$ cat config.mk
export PLATFORM = sky130hd
export DESIGN_NAME = funprof_callstack
export DESIGN_NICKNAME = d
export VERILOG_FILES = /design/src/rtl/funprof_pkg.sv /design/src/rtl/funprof_lifo.sv /design/src/rtl/funprof_callstack.sv
export SDC_FILE = /design/constraint.sdc
export NUM_CORES = 1
export LEC_CHECK = 0
export CAP_MARGIN = 20
export CORE_MARGIN = 3
export CORE_UTILIZATION = 38
export CTS_CLUSTER_DIAMETER = 30
export DETAILED_ROUTE_END_ITERATION = 10
export PLACE_DENSITY = 0.53
export RECOVER_POWER = 25
export SYNTH_ARGS = -nofsm -noshare
export SYNTH_HDL_FRONTEND = slang
export SYNTH_SLANG_ARGS = --single-unit
$ cat constraint.sdc
create_clock -name clk -period 6.1 [get_ports clk]
set_input_delay 0.915 -clock clk [delete_from_list [all_inputs] [get_ports clk]]
set_output_delay 0.915 -clock clk [all_outputs]
set_load 0.02 [all_outputs]
$ cat src/rtl/funprof_pkg.sv
// rtl/funprof_pkg.sv - shared widths and frame/record types for the function profiler call stack
package funprof_pkg;

    localparam int FP_ADDR_W = 32;
    localparam int FP_CNT_W  = 32;
    localparam int FP_DEPTH  = 16;
    localparam int FP_DEP_W  = 5;

    typedef struct packed {
        logic [FP_ADDR_W-1:0] addr;
        logic [FP_CNT_W-1:0]  ts;
    } frame_t;

    typedef struct packed {
        logic [FP_ADDR_W-1:0] addr;
        logic [FP_CNT_W-1:0]  cycles;
        logic [FP_DEP_W-1:0]  depth;
    } record_t;

endpackage

$ cat src/rtl/funprof_lifo.sv
// rtl/funprof_lifo.sv - register-file LIFO with same-cycle push+pop replacing the top entry
module funprof_lifo #(
    parameter int W     = 64,
    parameter int DEPTH = 16,
    parameter int CNT_W = 5
) (
    input  logic             clk,
    input  logic             rst,
    input  logic             push,
    input  logic             pop,
    input  logic [W-1:0]     din,
    output logic [W-1:0]     top,
    output logic             full,
    output logic             empty,
    output logic [CNT_W-1:0] count
);

    localparam int IDX_W = $clog2(DEPTH);

    logic [W-1:0]     mem [DEPTH];
    logic [IDX_W-1:0] top_idx;
    logic [IDX_W-1:0] wr_idx;
    logic             do_pop;
    logic             do_push;

    assign full    = (count == CNT_W'(DEPTH));
    assign empty   = (count == '0);
    assign top_idx = IDX_W'(count - CNT_W'(1));
    assign wr_idx  = IDX_W'(count);
    assign top     = mem[top_idx];

    // a pop frees a slot, so a push is still legal when full if it pairs with a pop
    assign do_pop  = pop && !empty;
    assign do_push = push && (!full || do_pop);

    // storage write: paired push+pop overwrites the top, lone push appends
    always_ff @(posedge clk) begin
        if (do_push && do_pop) begin
            mem[top_idx] <= din;
        end else if (do_push) begin
            mem[wr_idx] <= din;
        end
    end

    // occupancy tracking
    always_ff @(posedge clk) begin
        if (rst) begin
            count <= '0;
        end else if (do_push && !do_pop) begin
            count <= count + CNT_W'(1);
        end else if (do_pop && !do_push) begin
            count <= count - CNT_W'(1);
        end
    end

endmodule

$ cat src/rtl/funprof_callstack.sv
// rtl/funprof_callstack.sv - shadow call stack turning call/ret pulses into per-function timing records
module funprof_callstack
    import funprof_pkg::*;
#(
    parameter int ADDR_W = FP_ADDR_W,
    parameter int CNT_W  = FP_CNT_W,
    parameter int DEPTH  = FP_DEPTH,
    parameter int DEP_W  = FP_DEP_W
) (
    input  logic              clk,
    input  logic              rst,
    input  logic              call,
    input  logic              ret,
    input  logic [ADDR_W-1:0] target_addr,
    input  logic              clr_flags,
    output logic              rec_valid,
    input  logic              rec_ready,
    output logic [ADDR_W-1:0] rec_addr,
    output logic [CNT_W-1:0]  rec_cycles,
    output logic [DEP_W-1:0]  rec_depth,
    output logic [DEP_W-1:0]  depth,
    output logic              overflow,
    output logic              underflow,
    output logic              rec_lost
);

    logic [CNT_W-1:0] ts;
    logic [DEP_W-1:0] miss_cnt;
    logic [DEP_W-1:0] miss_nxt;
    frame_t           push_frame;
    frame_t           top_frame;
    record_t          new_record;
    record_t          rec_q;
    logic             full;
    logic             empty;
    logic             do_pop;
    logic             do_push;
    logic             ovf_set;
    logic             unf_set;
    logic             lost_set;

    // a ret while frames are missing belongs to a call that was never pushed
    assign do_pop   = ret && (miss_cnt == '0) && !empty;
    assign unf_set  = ret && (miss_cnt == '0) && empty;
    assign do_push  = call && (!full || do_pop);
    assign ovf_set  = call && full && !do_pop;
    assign lost_set = do_pop && rec_valid && !rec_ready;

    assign push_frame.addr   = target_addr;
    assign push_frame.ts     = ts;
    assign new_record.addr   = top_frame.addr;
    assign new_record.cycles = ts - top_frame.ts;
    assign new_record.depth  = depth;

    funprof_lifo #(
        .W     ($bits(frame_t)),
        .DEPTH (DEPTH),
        .CNT_W (DEP_W)
    ) u_lifo (
        .clk   (clk),
        .rst   (rst),
        .push  (do_push),
        .pop   (do_pop),
        .din   (push_frame),
        .top   (top_frame),
        .full  (full),
        .empty (empty),
        .count (depth)
    );

    // free-running timestamp
    always_ff @(posedge clk) begin
        if (rst) begin
            ts <= '0;
        end else begin
            ts <= ts + CNT_W'(1);
        end
    end

    // ret is applied before call, so a same-cycle drop and absorb cancel out
    always_comb begin
        miss_nxt = miss_cnt;
        if (ret && (miss_cnt != '0)) begin
            miss_nxt = miss_nxt - DEP_W'(1);
        end
        if (ovf_set && (miss_nxt != '1)) begin
            miss_nxt = miss_nxt + DEP_W'(1);
        end
    end

    // dropped-frame counter register
    always_ff @(posedge clk) begin
        if (rst) begin
            miss_cnt <= '0;
        end else begin
            miss_cnt <= miss_nxt;
        end
    end

    // single-entry output register; a held, unaccepted record is never overwritten
    always_ff @(posedge clk) begin
        if (rst) begin
            rec_valid <= 1'b0;
            rec_q     <= '0;
        end else if (do_pop && !(rec_valid && !rec_ready)) begin
            rec_valid <= 1'b1;
            rec_q     <= new_record;
        end else if (rec_ready) begin
            rec_valid <= 1'b0;
        end
    end

    assign rec_addr   = rec_q.addr;
    assign rec_cycles = rec_q.cycles;
    assign rec_depth  = rec_q.depth;

    // sticky error flags; a set event outranks a clear in the same cycle
    always_ff @(posedge clk) begin
        if (rst) begin
            overflow  <= 1'b0;
            underflow <= 1'b0;
            rec_lost  <= 1'b0;
        end else begin
            overflow  <= ovf_set  ? 1'b1 : (clr_flags ? 1'b0 : overflow);
            underflow <= unf_set  ? 1'b1 : (clr_flags ? 1'b0 : underflow);
            rec_lost  <= lost_set ? 1'b1 : (clr_flags ? 1'b0 : rec_lost);
        end
    end

endmodule

# Word level (Yosys, flattened, before mapping)
# Memory sizes are Yosys's and may differ from the RTL's.
# Index checks and enable logic that the tools add are counted.
# totals
reg_bits	115
latchBits	0
ramBits	1024
mem_bits_ro	0
input_bits	38
out_inout_bits	78
elab_cells	72
mem_count	1
# classes
n_addsub	6
mul	0
div	0
order_cmp	0
eq_ne	2
shifts	0
n_mux	18
bitwise_logic	0
n_reduce_logical	35
# memory_table
memory	words	width	read_ports	rd_ports_with_merged_regs	wr	line_no	text
u_lifo.mem	16	64	1	0	1	funprof_lifo.sv:20	logic [W-1:0] mem [DEPTH];
# op_table
op	count
64-bit 2-to-1 mux	1
64-bit OR reduction	1
32-bit by 1-bit adder with 32-bit output, second input constant	1
32-bit subtractor	1
5-bit 2-to-1 mux	4
1-bit logical AND	17
1-bit 2-to-1 mux	12
5-bit by 1-bit adder with 5-bit output, second input constant	2
5-bit logical NOT	2
2-bit nonzero test	5
5-bit by 1-bit subtractor with 5-bit output, second input constant	2
1-bit logical NOT	7
5-bit equality test, second input constant	1
5-bit != test, second input constant	1
5-bit nonzero test	1
4-bit 2-to-1 mux	1
1-bit logical OR	2

# Logic depth before layout (Yosys ltp)
# logic_depth
depth_word	11
depth_mapped	22
mapped_depth_nobuf	15

# Hierarchy
# From an unflattened synthesis, not the netlist that was laid out.
# hier_totals
cells_unflattened	2598
hier_area_um2	45471.1
# modules_own_cells
mod	instances	cells_per_inst	area_per_inst_um2	seq_area_each_um2
funprof_lifo	1	1800	39336.5	30849.6
funprof_callstack	1	798	6134.6	2202.1

# Worst setup path after synthesis
# OpenSTA, ideal clock, no wires.
# synth_path
path_type	register -> register
from	register u_lifo.count[0]
to	memory u_lifo.mem[0][0], enable pin
arrival_ns	5.662
required_time_ns	5.614
setup_slack_ns	-0.048
stages_incl_launch_ff	17
path_buffers	5
period_less_slack_ns	6.148
path_cell_list	dfxtp_1 > buf_6 > buf_6 > buf_2 > clkbuf_1 > inv_2 > ha_1 > nor3b_1 > nor2b_1 > nor2_1 > inv_2 > ha_1 > clkbuf_1 > nor2b_1 > nand2_1 > o22a_1 > nor2_1
# synth_between
elab_chain_cells	11
elab_cells_between_ends	20
# synth_rtl
item	line_no	text
start: declaration	funprof_lifo.sv:15	output logic [CNT_W-1:0] count
start signal: assignment	funprof_lifo.sv:50	count <= count + CNT_W'(1);
start signal: assignment	funprof_lifo.sv:52	count <= count - CNT_W'(1);
5-bit logical NOT	funprof_lifo.sv:27	assign empty = (count == '0);
1-bit logical NOT	funprof_lifo.sv:33, funprof_callstack.sv:43	
1-bit logical AND	funprof_callstack.sv:43	assign do_pop = ret && (miss_cnt == '0) && !empty;
1-bit logical OR / 1-bit logical AND (equally long branches)	funprof_callstack.sv:45, funprof_lifo.sv:33	
1-bit logical AND / 1-bit logical OR (equally long branches)	funprof_callstack.sv:45, funprof_lifo.sv:34	
1-bit logical AND	funprof_lifo.sv:34	assign do_push = push && (!full || do_pop);
1-bit 2-to-1 mux / 1-bit logical AND (equally long branches)	funprof_lifo.sv:40, funprof_lifo.sv:38	
1-bit 2-to-1 mux	funprof_lifo.sv:38	if (do_push && do_pop) begin
1-bit 2-to-1 mux (implied by the code)	funprof_lifo.sv:41	mem[wr_idx] <= din;
64-bit OR reduction (no source line)	--	
4-bit 2-to-1 mux (no source line) / 1-bit 2-to-1 mux (equally long branches)	--	
end: declaration	funprof_lifo.sv:20	
# Several ways; a longest one is shown, not always the timed one.

# Worst setup path in the final report
# layout_path
from	register u_lifo.count[1]
to	register rec_q, in the netlist rec_cycles[27]
# layout_between
elab_chain_cells	4
elab_cells_between_ends	7
# layout_rtl
item	line_no	text
parallel branches: the longest is 4 deep, another holds memory read 16 x 64 bit	--	
end signal: assignment	funprof_callstack.sv:107	rec_q <= new_record;
end: declaration	funprof_callstack.sv:33	record_t rec_q;
# Parallel ways; which one is timed is not known.
# A chain may end at the register's enable or synchronous reset.

==> out/summary.txt <==
Cell row count - 125
Detailed Routing Iterations Pass 1 - 5
Net count after synthesis - 2344
Multi-input logic area - 11300 sq um
First-pass GRT wire length - 166 mm
Worst-path cell chain - inv_1 -> ha_4 -> buf_4 -> mux4_2 -> mux4_2 -> inv_1 -> ha_1 -> a21oi_1 -> o21ai_0 -> a21oi_1 -> o21ai_1 -> a32oi_2 -> o21ai_1 -> a211o_1 -> a32o_1
RSZ-0062 raised after global routing - false
Peak supply drop - 0.000459 V
Clock transition at path regs - 0.05 ns
Vias in the first global route - 24500
Post-CTS Setup Bufs - 0
Cell area after synthesis - 44800 sq um
CP bufs+invs - 3
Setup Viol. Count Final - 0
Family with the most delay on the worst path - compound AO/OA/AOI/OAI gates
DR vias - 23100
Total Wirelength - 113 mm
Number of synthesized flops with an enable pin - 1024
Htree depth - 4
Placed cell area - 48300 sq um
CP Class - register to register
Crit. End Element - register
Final min period - 5.20 ns
Most common library cells after synthesis - edfxtp_1 (1024), mux4_2 (320), nand2_1 (144)
DIE AREA - 122000 sq um
Mapped Avg Cell Area - 19.8 sq um
Status - finished clean
Largest area contributor in the netlist - edfxtp_1
Top cell type's share of synthesized area - 68.6%
Die W - 350 microns
Core footprint - 117000 sq um
Setup crit start kind - register
Cts hold-fix bufs - 0
Hold_ws - 0.457 ns
Gr usage total - 18.7%
Total power - 31.7 mW
Max FO, Critical Path - 40
Fin. Hold Viols - 0
Max-Cap Viols - 0
Slew Limit Fails - 0
Cts repair resizes - 0
#FFs+latches synth - 1139
Layout cells sized above 1 - 29.5%
Filler Cell Count - 9537
# DRC - 0
Final Net Count - 2634
Skew-Pair Late Insertion Delay - 0.81 ns
PD cells - 559 nW/um^2
CTS tree - built
Worst endpoint required time - 6.80 ns
Pre-CTS setup slack - 0.947 ns
Setup ws final - 0.905 ns
Leakage power - 18.9 nW
Synth warn - 0
Max clock buf depth - 3
GPL Wtd Cong - 0.794
Synth Flop Type - edfxtp_1
Seq/Total Area, Yosys - 73.7%
Setup TNS Final - 0 ns
Post-route cell area - 56700 sq um
Synth area leaders - edfxtp_1 (69%), mux4_2 (16%), dfxtp_1 (5.1%)
Routed wire length per instance - 26.3 microns
Largest stage delay on the critical path - 0.73 ns
HP Class - register to register
Root Driver - clkbuf_16
Vias per inst - 5.40
FMAX - 192 MHz
Initial Utilization - 38.4%
Initial DRC Count - 2244
DP HPWL - 61.3 mm
Distinct cells, synth - 65
Slew headroom - 28.5%
Slew @ Worst Pin - 1.07 ns
Setup Skew - 0.0907 ns
Congestion Overflow GR - 0
Area growth, synth to finish - 26.4%
# IOs - 116
Chip height - 350 microns
CP Data Arrival Time - 5.89 ns
Total CTS buffers - 225
Async SR Flop Fraction - 0%
Crit share post-route - 85.2%
Mapped Cells - 2263
Sequential Area - 33100 sq um
Count leader, synth - edfxtp_1
Port buffer count - 115
Initial antenna violation count - 6
CTS Sinks - 1139
CP max stage cell - ha_4
Final ANT Viol Nets - 0
Largest net degree at the start of global routing - 94
==> metal layers <==
metal / wire length, microns / GRT usage [%] / up-vias
met4: 2080 / 5.74 / 8
met1: 50200 / 26.6 / 12300
met3: 7140 / 3.92 / 160
met2: 53000 / 29.1 / 721
li1: - / - / 9908
met5: 61 / 0 / -
==> through the flow <==
stage	util, %	cells
floorplan	-	2263
global placement	41.4	3850
detailed placement	41.4	3850
CTS	48.6	4280
global route	48.6	4280
finish	48.6	4281
==> cell families (layout without fill, tap and decap cells) <==
family          count (synthesis)  after routing  synth area share (%)
flops                        1139           1139                  73.7
simple gates                  330            330                  3.34
mux                           324            324                  16.2
compound gates                206            206                  2.87
buf+inv                       163            656                  1.55
xor+xnor                       58             58                  1.15
fa+ha+maj                      43             43                  1.22
other cells                     0              1                     0
==> layout make-up <==
cell class                 count  share of cell area, %
antenna                        1                0.00442
clock buffer                 259                   10.5
clock inverter               171                   4.22
sequential                  1139                   58.3
timing repair buffer         178                   3.41
tap                         1524                   3.36
multi-input combinational    961                   19.9
inverter                      48                  0.318
==> final timing paths <==
kind | cells past startpoint | slack (ns) | end | startpoint
max | 15 | 0.90 | rec_cycles[27] | u_lifo.count[1]
min | 2 | 0.46 | rec_addr[24] | rec_addr[24]
max reg2reg | 15 | 0.90 | rec_cycles[27] | u_lifo.count[1]
min reg2reg | 2 | 0.46 | rec_addr[24] | rec_addr[24]
==> flip-flops by register name (all words and copies together) (netlist names) <==
signal	flops
overflow	1
rec_addr	32
rec_valid	1
ts	32
rec_cycles	32
u_lifo.mem	1024
rec_depth	5
miss_cnt	5
underflow	1
rec_lost	1
u_lifo.count	5
==> worst register-to-register path: cells and delay by family (launching register included) <==
kind,cells,cell delay (ns)
adders and majority gates,2,1.03
buffers and inverters,3,0.79
muxes,2,0.86
DFF,1,0.53
AOI/OAI and AO/OA,8,1.93
==> power by group <==
group          internal, mW  switching, mW  leakage, nW  total, mW
combinational          3.79           4.93         4.55       8.71
sequential             9.52          0.366         10.3       9.89
clock                  8.83           4.24         3.99       13.1
==> cell usage in the layout (no fill, tap or decap), drive strengths merged, types with 64 or more instances in the layout <==
cell / count
buf: 64
a21oi: 89
dfxtp: 115
nand2: 144
inv: 66
clkinv: 86
mux4: 320
nor2: 83
clkdlybuf4s50: 103
clkbuf: 259
edfxtp: 1024
(Power assumes the default switching activity.)
